$ cat config.mk
export PLATFORM = sky130hd
export DESIGN_NAME = fsm_input_decoder
export DESIGN_NICKNAME = d
export VERILOG_FILES = /design/src/rtl/fsm_ctrl_pkg.sv /design/src/rtl/fsm_dec_fifo.sv /design/src/rtl/fsm_input_decoder.sv
export SDC_FILE = /design/constraint.sdc
export NUM_CORES = 1
export LEC_CHECK = 0
export ABC_AREA = 1
export CAP_MARGIN = 40
export CORE_UTILIZATION = 42
export CTS_CLUSTER_SIZE = 40
export DETAILED_ROUTE_END_ITERATION = 10
export DONT_BUFFER_PORTS = 1
export PLACE_DENSITY_LB_ADDON = 0.1
export SETUP_SLACK_MARGIN = 0.15
export SYNTH_ARGS = -nofsm -noshare
export SYNTH_HDL_FRONTEND = slang
export SYNTH_SLANG_ARGS = --single-unit
$ cat constraint.sdc
create_clock -name clk -period 3.6 [get_ports clk]
set_clock_uncertainty 0.05 [all_clocks]
set_input_delay 0.72 -clock clk [delete_from_list [all_inputs] [get_ports clk]]
set_output_delay 0.72 -clock clk [all_outputs]
set_load 0.05 [all_outputs]
$ cat src/rtl/fsm_ctrl_pkg.sv
// ---------------------------------------------------------------------------
// fsm_ctrl_pkg
// Shared definitions for the seven-state x1/x2/x3 Moore controller and the
// passive input decoder that watches it.
//   - ST_A .. ST_G : state codes (ST_U is the unused code 011)
//   - expected_z() : Moore output expected for a given state
//   - decode()     : maps an observed (prev -> cur) transition back onto the
//                    input bits {x1,x2,x3} that must have caused it
// ---------------------------------------------------------------------------
package fsm_ctrl_pkg;

    localparam logic [2:0] ST_A = 3'b000;
    localparam logic [2:0] ST_B = 3'b001;
    localparam logic [2:0] ST_C = 3'b101;
    localparam logic [2:0] ST_D = 3'b010;
    localparam logic [2:0] ST_E = 3'b100;
    localparam logic [2:0] ST_F = 3'b110;
    localparam logic [2:0] ST_G = 3'b111;
    localparam logic [2:0] ST_U = 3'b011;

    // One recovered-input record as stored in the queue.
    typedef struct packed {
        logic [2:0] x;
        logic [2:0] mask;
    } rec_t;

    // Result of decoding one transition.
    typedef struct packed {
        logic       legal;
        logic       has_record;
        logic [2:0] x;
        logic [2:0] mask;
    } dec_t;

    function automatic logic [2:0] expected_z(input logic [2:0] y);
        case (y)
            ST_D:    return 3'b100;
            ST_E:    return 3'b010;
            ST_G:    return 3'b001;
            default: return 3'b000;
        endcase
    endfunction

    function automatic dec_t dec_rec(input logic [2:0] x, input logic [2:0] mask);
        dec_t d;
        d.legal      = 1'b1;
        d.has_record = 1'b1;
        d.x          = x;
        d.mask       = mask;
        return d;
    endfunction

    // Each state only looks at a subset of the inputs, so the mask says which
    // bits of x the transition actually pins down.
    function automatic dec_t decode(input logic [2:0] prev, input logic [2:0] cur);
        dec_t d;
        d = '0;  // anything not matched below is an illegal transition
        case (prev)
            ST_A: begin
                if (cur == ST_B)      d = dec_rec(3'b100, 3'b100);
                else if (cur == ST_C) d = dec_rec(3'b000, 3'b100);
            end
            ST_B: begin
                if (cur == ST_D)      d = dec_rec(3'b010, 3'b010);
                else if (cur == ST_A) d = dec_rec(3'b000, 3'b010);
            end
            ST_C: begin
                if (cur == ST_E)      d = dec_rec(3'b011, 3'b011);
                else if (cur == ST_A) d = dec_rec(3'b010, 3'b011);
                else if (cur == ST_F) d = dec_rec(3'b001, 3'b011);
                else if (cur == ST_G) d = dec_rec(3'b000, 3'b011);
            end
            default: begin
                // D, E, F, G and the undefined code fall back to A
                // unconditionally, so the step reveals nothing about x.
                if (cur == ST_A) d.legal = 1'b1;
            end
        endcase
        return d;
    endfunction

endpackage

$ cat src/rtl/fsm_dec_fifo.sv
// ---------------------------------------------------------------------------
// fsm_dec_fifo
// Circular queue of DEPTH records with occupancy count.
//   clk, reset      : clock, asynchronous active-high reset
//   push, push_data : offer a record this cycle
//   pop             : consumer takes the head this cycle (ignored when empty)
//   head_data       : head record, zero when empty
//   head_valid      : queue not empty
//   count           : occupancy, 0..DEPTH
//   overflow        : a push was dropped this cycle (full and no pop)
// ---------------------------------------------------------------------------
module fsm_dec_fifo #(
    parameter  int DEPTH = 4,
    parameter  int WIDTH = 6,
    localparam int CNT_W = $clog2(DEPTH) + 1,
    localparam int PTR_W = $clog2(DEPTH)
) (
    input  logic             clk,
    input  logic             reset,
    input  logic             push,
    input  logic [WIDTH-1:0] push_data,
    input  logic             pop,
    output logic [WIDTH-1:0] head_data,
    output logic             head_valid,
    output logic [CNT_W-1:0] count,
    output logic             overflow
);

    logic [WIDTH-1:0] mem [DEPTH];
    logic [PTR_W-1:0] rd_ptr;
    logic [PTR_W-1:0] wr_ptr;
    logic             full;
    logic             do_push;
    logic             do_pop;

    always_comb begin
        full       = (count == CNT_W'(DEPTH));
        head_valid = (count != '0);
        do_pop     = pop && head_valid;
        // A full queue still accepts a push when the head leaves the same
        // cycle; the write lands on the slot being vacated.
        do_push    = push && (!full || do_pop);
        overflow   = push && full && !do_pop;
        head_data  = head_valid ? mem[rd_ptr] : '0;
    end

    // NOTE: sequential state uses non-blocking assignments so every flop
    // samples the pre-edge values regardless of statement order.
    always_ff @(posedge clk or posedge reset) begin
        if (reset) begin
            rd_ptr <= '0;
            wr_ptr <= '0;
            count  <= '0;
        end else begin
            // DEPTH is a power of two, so natural pointer wrap is modulo DEPTH.
            if (do_push) wr_ptr <= wr_ptr + 1'b1;
            if (do_pop)  rd_ptr <= rd_ptr + 1'b1;
            if (do_push && !do_pop)      count <= count + 1'b1;
            else if (do_pop && !do_push) count <= count - 1'b1;
        end
    end

    // NOTE: storage is not reset; an entry is only read once the count says
    // it was written, and head_data is forced to zero while empty.
    always_ff @(posedge clk) begin
        if (do_push) mem[wr_ptr] <= push_data;
    end

endmodule

$ cat src/rtl/fsm_input_decoder.sv
// ---------------------------------------------------------------------------
// fsm_input_decoder
// Passive monitor for the x1/x2/x3 Moore controller: watches (y, z), recovers
// the inputs that caused each transition and queues them for a consumer.
//   clk, reset            : clock, asynchronous active-high reset
//   in_valid              : one observed controller step this cycle
//   mon_reset             : controller was in reset for this step
//   y_in, z_in            : observed controller state and output
//   clear_err             : clears the sticky error flags (a new error wins)
//   out_valid/out_ready   : valid/ready handshake for the recovered records
//   out_x, out_mask       : recovered {x1,x2,x3} and which bits are known
//   count                 : queue occupancy
//   err_illegal/err_z/err_ovf : sticky error flags
//   illegal_pulse         : one-cycle strobe per illegal transition
// ---------------------------------------------------------------------------
module fsm_input_decoder
    import fsm_ctrl_pkg::*;
#(
    parameter  int DEPTH = 4,
    localparam int CNT_W = $clog2(DEPTH) + 1
) (
    input  logic             clk,
    input  logic             reset,
    input  logic             in_valid,
    input  logic             mon_reset,
    input  logic [2:0]       y_in,
    input  logic [2:0]       z_in,
    input  logic             clear_err,
    output logic             out_valid,
    input  logic             out_ready,
    output logic [2:0]       out_x,
    output logic [2:0]       out_mask,
    output logic [CNT_W-1:0] count,
    output logic             err_illegal,
    output logic             err_z,
    output logic             err_ovf,
    output logic             illegal_pulse
);

    logic [2:0] prev;
    logic       have_prev;
    dec_t       dec;
    logic       decode_en;
    logic       rec_push;
    logic       illegal_now;
    logic       z_bad;
    logic       fifo_ovf;
    rec_t       rec_in;
    rec_t       head;

    // NOTE: every combinational output gets a value on every path, so no
    // latches are inferred.
    always_comb begin
        dec         = decode(prev, y_in);
        // The first step after any reset only seeds the tracker.
        decode_en   = in_valid && !mon_reset && have_prev;
        rec_push    = decode_en && dec.has_record;
        illegal_now = decode_en && !dec.legal;
        z_bad       = in_valid && (z_in != expected_z(y_in));
        rec_in.x    = dec.x;
        rec_in.mask = dec.mask;
    end

    // Tracker: always follows the observed state, which also resynchronises
    // it after an illegal transition.
    always_ff @(posedge clk or posedge reset) begin
        if (reset) begin
            prev      <= ST_A;
            have_prev <= 1'b0;
        end else if (in_valid) begin
            prev      <= y_in;
            have_prev <= 1'b1;
        end
    end

    // Sticky flags: a new error in the same cycle as clear_err keeps the flag set.
    always_ff @(posedge clk or posedge reset) begin
        if (reset) begin
            err_illegal   <= 1'b0;
            err_z         <= 1'b0;
            err_ovf       <= 1'b0;
            illegal_pulse <= 1'b0;
        end else begin
            illegal_pulse <= illegal_now;
            if (illegal_now)    err_illegal <= 1'b1;
            else if (clear_err) err_illegal <= 1'b0;
            if (z_bad)          err_z <= 1'b1;
            else if (clear_err) err_z <= 1'b0;
            if (fifo_ovf)       err_ovf <= 1'b1;
            else if (clear_err) err_ovf <= 1'b0;
        end
    end

    fsm_dec_fifo #(
        .DEPTH (DEPTH),
        .WIDTH ($bits(rec_t))
    ) u_fifo (
        .clk        (clk),
        .reset      (reset),
        .push       (rec_push),
        .push_data  (rec_in),
        .pop        (out_valid && out_ready),
        .head_data  (head),
        .head_valid (out_valid),
        .count      (count),
        .overflow   (fifo_ovf)
    );

    assign out_x    = head.x;
    assign out_mask = head.mask;

endmodule
-- Word level (Yosys, flattened, before mapping)
Memories as Yosys holds them, arrays and structs flattened.
Index checks and enable logic that the tools add are counted.
- memory bits (read-only): 0
- latch bits: 0
- bits of input ports: 12
- RAM bits: 24
- memories kept: 1
- flip-flop bits (word level): 15
- memories (name ; depth ; bits a word ; rd ports ; clocked after Yosys merged registers in ; write ports ; line ; text):
    u_fifo.mem ; 4 ; 6 ; 1 ; 0 ; 1 ; fsm_dec_fifo.sv:29 ; logic [WIDTH-1:0] mem [DEPTH];
- bitwise gates (word level): 0
- multiplexer cells: 21
- reduce and logical (&&, ||, !) cells: 25
- equal/unequal tests: 10
- shift operators: 0
- $mul: 0
- add/sub/neg operators: 4
- div/mod/pow operators: 0
- $lt $le $gt $ge: 0
- operator list (kind ; count):
    2-to-1 mux 8 bit ; 8
    one-hot mux 7 bit (3 select lines) ; 1
    equality test 3 bit (second input constant) ; 6
    logical AND 1 bit ; 12
    one-hot mux 3 bit (3 select lines) ; 1
    nonzero test 2 bit ; 4
    2-to-1 mux 1 bit ; 7
    equality test 3 x 1 -> 1 bit (second input constant) ; 2
    zero test 3 bit ; 2
    2-to-1 mux 3 bit ; 2
    2-to-1 mux 6 bit ; 1
    zero test 1 bit ; 5
    adder 2 x 1 -> 2 bit (second input constant) ; 2
    adder 3 x 1 -> 3 bit (second input constant) ; 1
    equality test 3 x 2 -> 1 bit (second input constant) ; 1
    != test 3 bit ; 1
    one-hot mux 1 bit (3 select lines) ; 1
    nonzero test 3 bit ; 1
    subtractor 3 x 1 -> 3 bit (second input constant) ; 1
    logical OR 1 bit ; 1

-- Logic depth before layout (Yosys ltp)
- word-level depth: 12
- depth in mapped cells: 14

-- Modules after synthesis
From an unflattened synthesis, not the netlist that was laid out.
- cells, all modules: 231
- area total of the unflattened synthesis: 2019.4 µm²
- modules (own cells, without submodules) (module ; instances ; sequential area each (µm²) ; cells an instance ; area each (µm²)):
    fsm_dec_fifo ; 1 ; 895.9 ; 156 ; 1507.7
    fsm_input_decoder ; 1 ; 200.2 ; 75 ; 511.7

-- Worst setup path after synthesis
OpenSTA, ideal clock, no wires.
- path type: input port to flip-flop
- start: in y_in[0]
- end: reg u_fifo.count[2]
- cell stages on the path: 12
- arrival: 2299 ps
- setup slack: 1120 ps
- setup time: 131 ps
- cell sequence: buf_6 > inv_1 > nand4_1 > nand3_4 > nand3_4 > inv_1 > ha_1 > inv_1 > fa_1 > a21oi_1 > o21ai_0 > xor2_1
- longest elaborated chain between the ends: 11
- elaborated cells between the ends (all ways): 23
- those cells by class: eq/ne: 6; mux: 10; reduce/logical: 7
- RTL lines (what ; line ; text):
    from (decl) ; fsm_input_decoder.sv:26 ; input logic [2:0] y_in,
    equality test 3 bit ; fsm_ctrl_pkg.sv:71 ; else if (cur == ST_G) d = dec_rec(3'b000, 3'b011);
    2-to-1 mux 8 bit ; fsm_ctrl_pkg.sv:71 ;
    2-to-1 mux 8 bit ; fsm_ctrl_pkg.sv:70 ; else if (cur == ST_F) d = dec_rec(3'b001, 3'b011);
    2-to-1 mux 8 bit ; fsm_ctrl_pkg.sv:69 ; else if (cur == ST_A) d = dec_rec(3'b010, 3'b011);
    2-to-1 mux 8 bit ; fsm_ctrl_pkg.sv:68 ; if (cur == ST_E) d = dec_rec(3'b011, 3'b011);
    one-hot mux 7 bit (3 select lines) * ; fsm_ctrl_pkg.sv:58 ; case (prev)
    logical AND 1 bit * ; fsm_input_decoder.sv:57 ; rec_push = decode_en && dec.has_record;
    logical AND 1 bit * ; fsm_dec_fifo.sv:42 ; do_push = push && (!full || do_pop);
    net u_fifo.do_push ; fsm_dec_fifo.sv:33 ; logic do_push;
    zero test 1 bit ; fsm_dec_fifo.sv:59 ; else if (do_pop && !do_push) count <= count - 1'b1;
    logical AND 1 bit ; fsm_dec_fifo.sv:59 ;
    nonzero test 2 bit (no source line) ; n/a ;
    to (signal assigned) ; fsm_dec_fifo.sv:58 ; if (do_push && !do_pop) count <= count + 1'b1;
    to (signal assigned) ; fsm_dec_fifo.sv:59 ;
    to (decl) ; fsm_dec_fifo.sv:25 ; output logic [CNT_W-1:0] count,
The timed path passes the listed nets; every way through them passes the cells marked *.
A chain may end at the register's enable or synchronous reset.

-- Final worst setup path
- start: reg u_fifo.rd_ptr[0]
- end: out out_x[0]
- longest elaborated chain between the ends: 2
- RTL lines (what ; line ; text):
    from (decl) ; fsm_dec_fifo.sv:30 ; logic [PTR_W-1:0] rd_ptr;
    from (signal assigned) ; fsm_dec_fifo.sv:57 ; if (do_pop) rd_ptr <= rd_ptr + 1'b1;
    memory read (4 x 6 bit) ; n/a ;
    2-to-1 mux 6 bit ; fsm_dec_fifo.sv:44 ; head_data = head_valid ? mem[rd_ptr] : '0;
    to (decl) ; fsm_input_decoder.sv:31 ; output logic [2:0] out_x,
Every way passes these cells.

==> run metrics <==
worst min-delay path class input pin to async pin; Clock Power Share 0.211; Mapped Area 1870 um2; final hold vios 0; routed vias 1245; Die Area 4730 um2; initial antenna violation count 0; Clock Path Buffers 2; Slowest-stage cell, CP dfrtp_1; Hold WS 0.308 ns; max-slew violations 0; first-pass GRT wire length 5580 um; crit path time final 2.61 ns; setup violators final 0; clk root buf clkbuf_8; outcome finished, final reports clean; fin crit share 0.724; Initial Util 0.452; Synth Register Bits 39; Post-CTS Hold Fix Bufs 0; DP Wirelength 2500 um; chip height 68.8 um; largest fanout on the critical path 14; nets@finish 217; Max Cap Viol 0; most frequent cells in the layout 36 x nor2_1, 26 x inv_1, 26 x nand2_1; I/O Buffers 0; Peak VDD IR 0.304 mV; Core Rows 23; PostCTS Resize Cnt 0; Syn. warnings 0; CTS tree yes; Worst EP required 2.83 ns; Core Util, Final 0.499; Lkg Pwr 0.907 nW; sw frac 0.445; Flop pwr share 0.421; synthesized instance count 190; number of fill cells 398; NetSw 0.000728 W; Post-Route WL 3450 um; area grow syn2layout 10.4%; drt via density 4.98; Reg clk slew, reported paths 0.08 ns; Seq/Total Area, Yosys 0.585; initial drt markers 93; Worst Tran Pin Value 0.661 ns; Startpoint Class register; crit path DAT 1.84 ns; Synth area leaders edfxtp_1 38%, dfrtp_1 20%, nor2_1 7.2%; Global Route Usage Sum 0.168; critical-path cell list inv_1, o21ai_0, a21oi_1, buf_4; routed length per instance 13.8 um; CP Capture Type output port; DRC viols 0; crit path buf inv count 2; post-synth top area cell edfxtp_1; Final ANT Viol Nets 0; internal power 0.000907 W; GPL Wtd Cong 0.880; syn_area_per_cell 9.86 um2; pwr dens 790 nW/um2; Comb power frac 0.368; vias in the first global route 1230; antenna cell count 0; # H-tree levels 2; critical path class register to output port; Clock Latency Late Sink 0.29 ns; post-synth top area share 0.385; core area 4140 um2; total grt overflow 0; total negative setup slack 0 ns; Top Ports 26; largest net degree at the start of global routing 16; DR pass1 iterations 4; syn nets 208; slowest stage delay, CP 0.66 ns; Yosys cell types 24; CTS buffer count 5; most common cell after layout, fill and taps aside nor2_1; share of cells above drive strength 1 0.120; RSZ-0062 raised after global routing false; delay-heaviest family, CP flip-flops; Slew Limit Headroom 0.560; Max Fclk 0.384 GHz; setup bufs post-CTS 0; clock sink count 39; Die X 68.8 um
-- per-layer routing --
| layer | up-vias | global-route usage | share of wire |
|---|---|---|---|
| met5 | - | 0 | 0 |
| met4 | 0 | 0.0765 | 0.020 |
| met3 | 7 | 0.0543 | 0.052 |
| met2 | 32 | 0.284 | 0.48 |
| met1 | 574 | 0.192 | 0.44 |
| li1 | 632 | - | - |
-- kinds of logic after synthesis --
group,count (synthesis),share of synthesized area
XOR/XNOR,5,0.0234
flip-flops,39,0.585
AND/OR/NAND/NOR,78,0.199
buffers and inverters,34,0.0735
AO/OA/AOI/OAI,28,0.0748
adder cells (fa/ha/maj),6,0.0441
-- registers in the layout (all words and copies together), names as in the netlist --
signal         cells
err_ovf            1
illegal_pulse      1
have_prev          1
u_fifo.rd_ptr      2
err_z              1
u_fifo.mem        24
err_illegal        1
prev               3
u_fifo.wr_ptr      2
u_fifo.count       3
-- stage by stage --
step	total power, W	area (um2)	setup slack, ns	instances
after floorplan	0.00115	1870	1.12	190
after global placement	0.00129	1960	1.04	242
after detailed placement	0.00130	1960	0.981	242
after CTS	0.00165	2070	0.972	250
after global routing	0.00174	2070	0.787	250
final	0.00163	2070	0.994	250
-- area by class of cell --
class,instances,area (um2),share of cell area
Sequential cell,39,1100,0.530
Multi-Input combinational cell,117,639,0.309
Inverter,30,113,0.0544
Clock buffer,7,108,0.0520
Tap cell,50,62.6,0.0302
Timing Repair Buffer,6,45.0,0.0218
Clock inverter,1,5.00,0.00242
-- path summary, 6_finish.rpt --
check / end / cells after the start / start / slack, ns
setup / recovery: out_x[0] / 4 / u_fifo.rd_ptr[0] / 0.99
hold / removal: u_fifo.wr_ptr[0] / 1 / reset / 0.31
setup reg to reg: u_fifo.count[2] / 9 / u_fifo.count[0] / 1.01
hold reg to reg: have_prev / 2 / have_prev / 0.45
max in group asynchronous: prev[1] / 1 / reset / 2.82
min in group clk: have_prev / 2 / have_prev / 0.45
-- cells in the mapped netlist --
cell	n
inv_1	26
inv_2	4
dfrtp_1	15
nand2_1	26
edfxtp_1	24
o21ai_1	1
nand3_4	2
nand4_1	5
nor3_4	2
nor2_2	1
fa_1	1
ha_1	5
o21ai_0	18
nor3b_1	1
clkbuf_1	1
xor2_1	4
a21oi_1	9
nand2_2	1
buf_6	1
nor2_1	36
xnor2_1	1
nand3_1	3
nor4_1	1
buf_2	2
-- power groups by stage --
| stage | sequential (W) | clock (W) | combinational [W] |
|---|---|---|---|
| 3_3_place_gp | 0.000695 | 0 | 0.000597 |
| 6_report | 0.000688 | 0.000345 | 0.000602 |
| 2_1_floorplan | 0.000654 | 0 | 0.000494 |
| 3_5_place_dp | 0.000699 | 0 | 0.000602 |
| 4_1_cts | 0.000690 | 0.000356 | 0.000606 |
| 5_1_grt | 0.000699 | 0.000371 | 0.000666 |
Note: power is estimated with default switching activity, not from simulation.
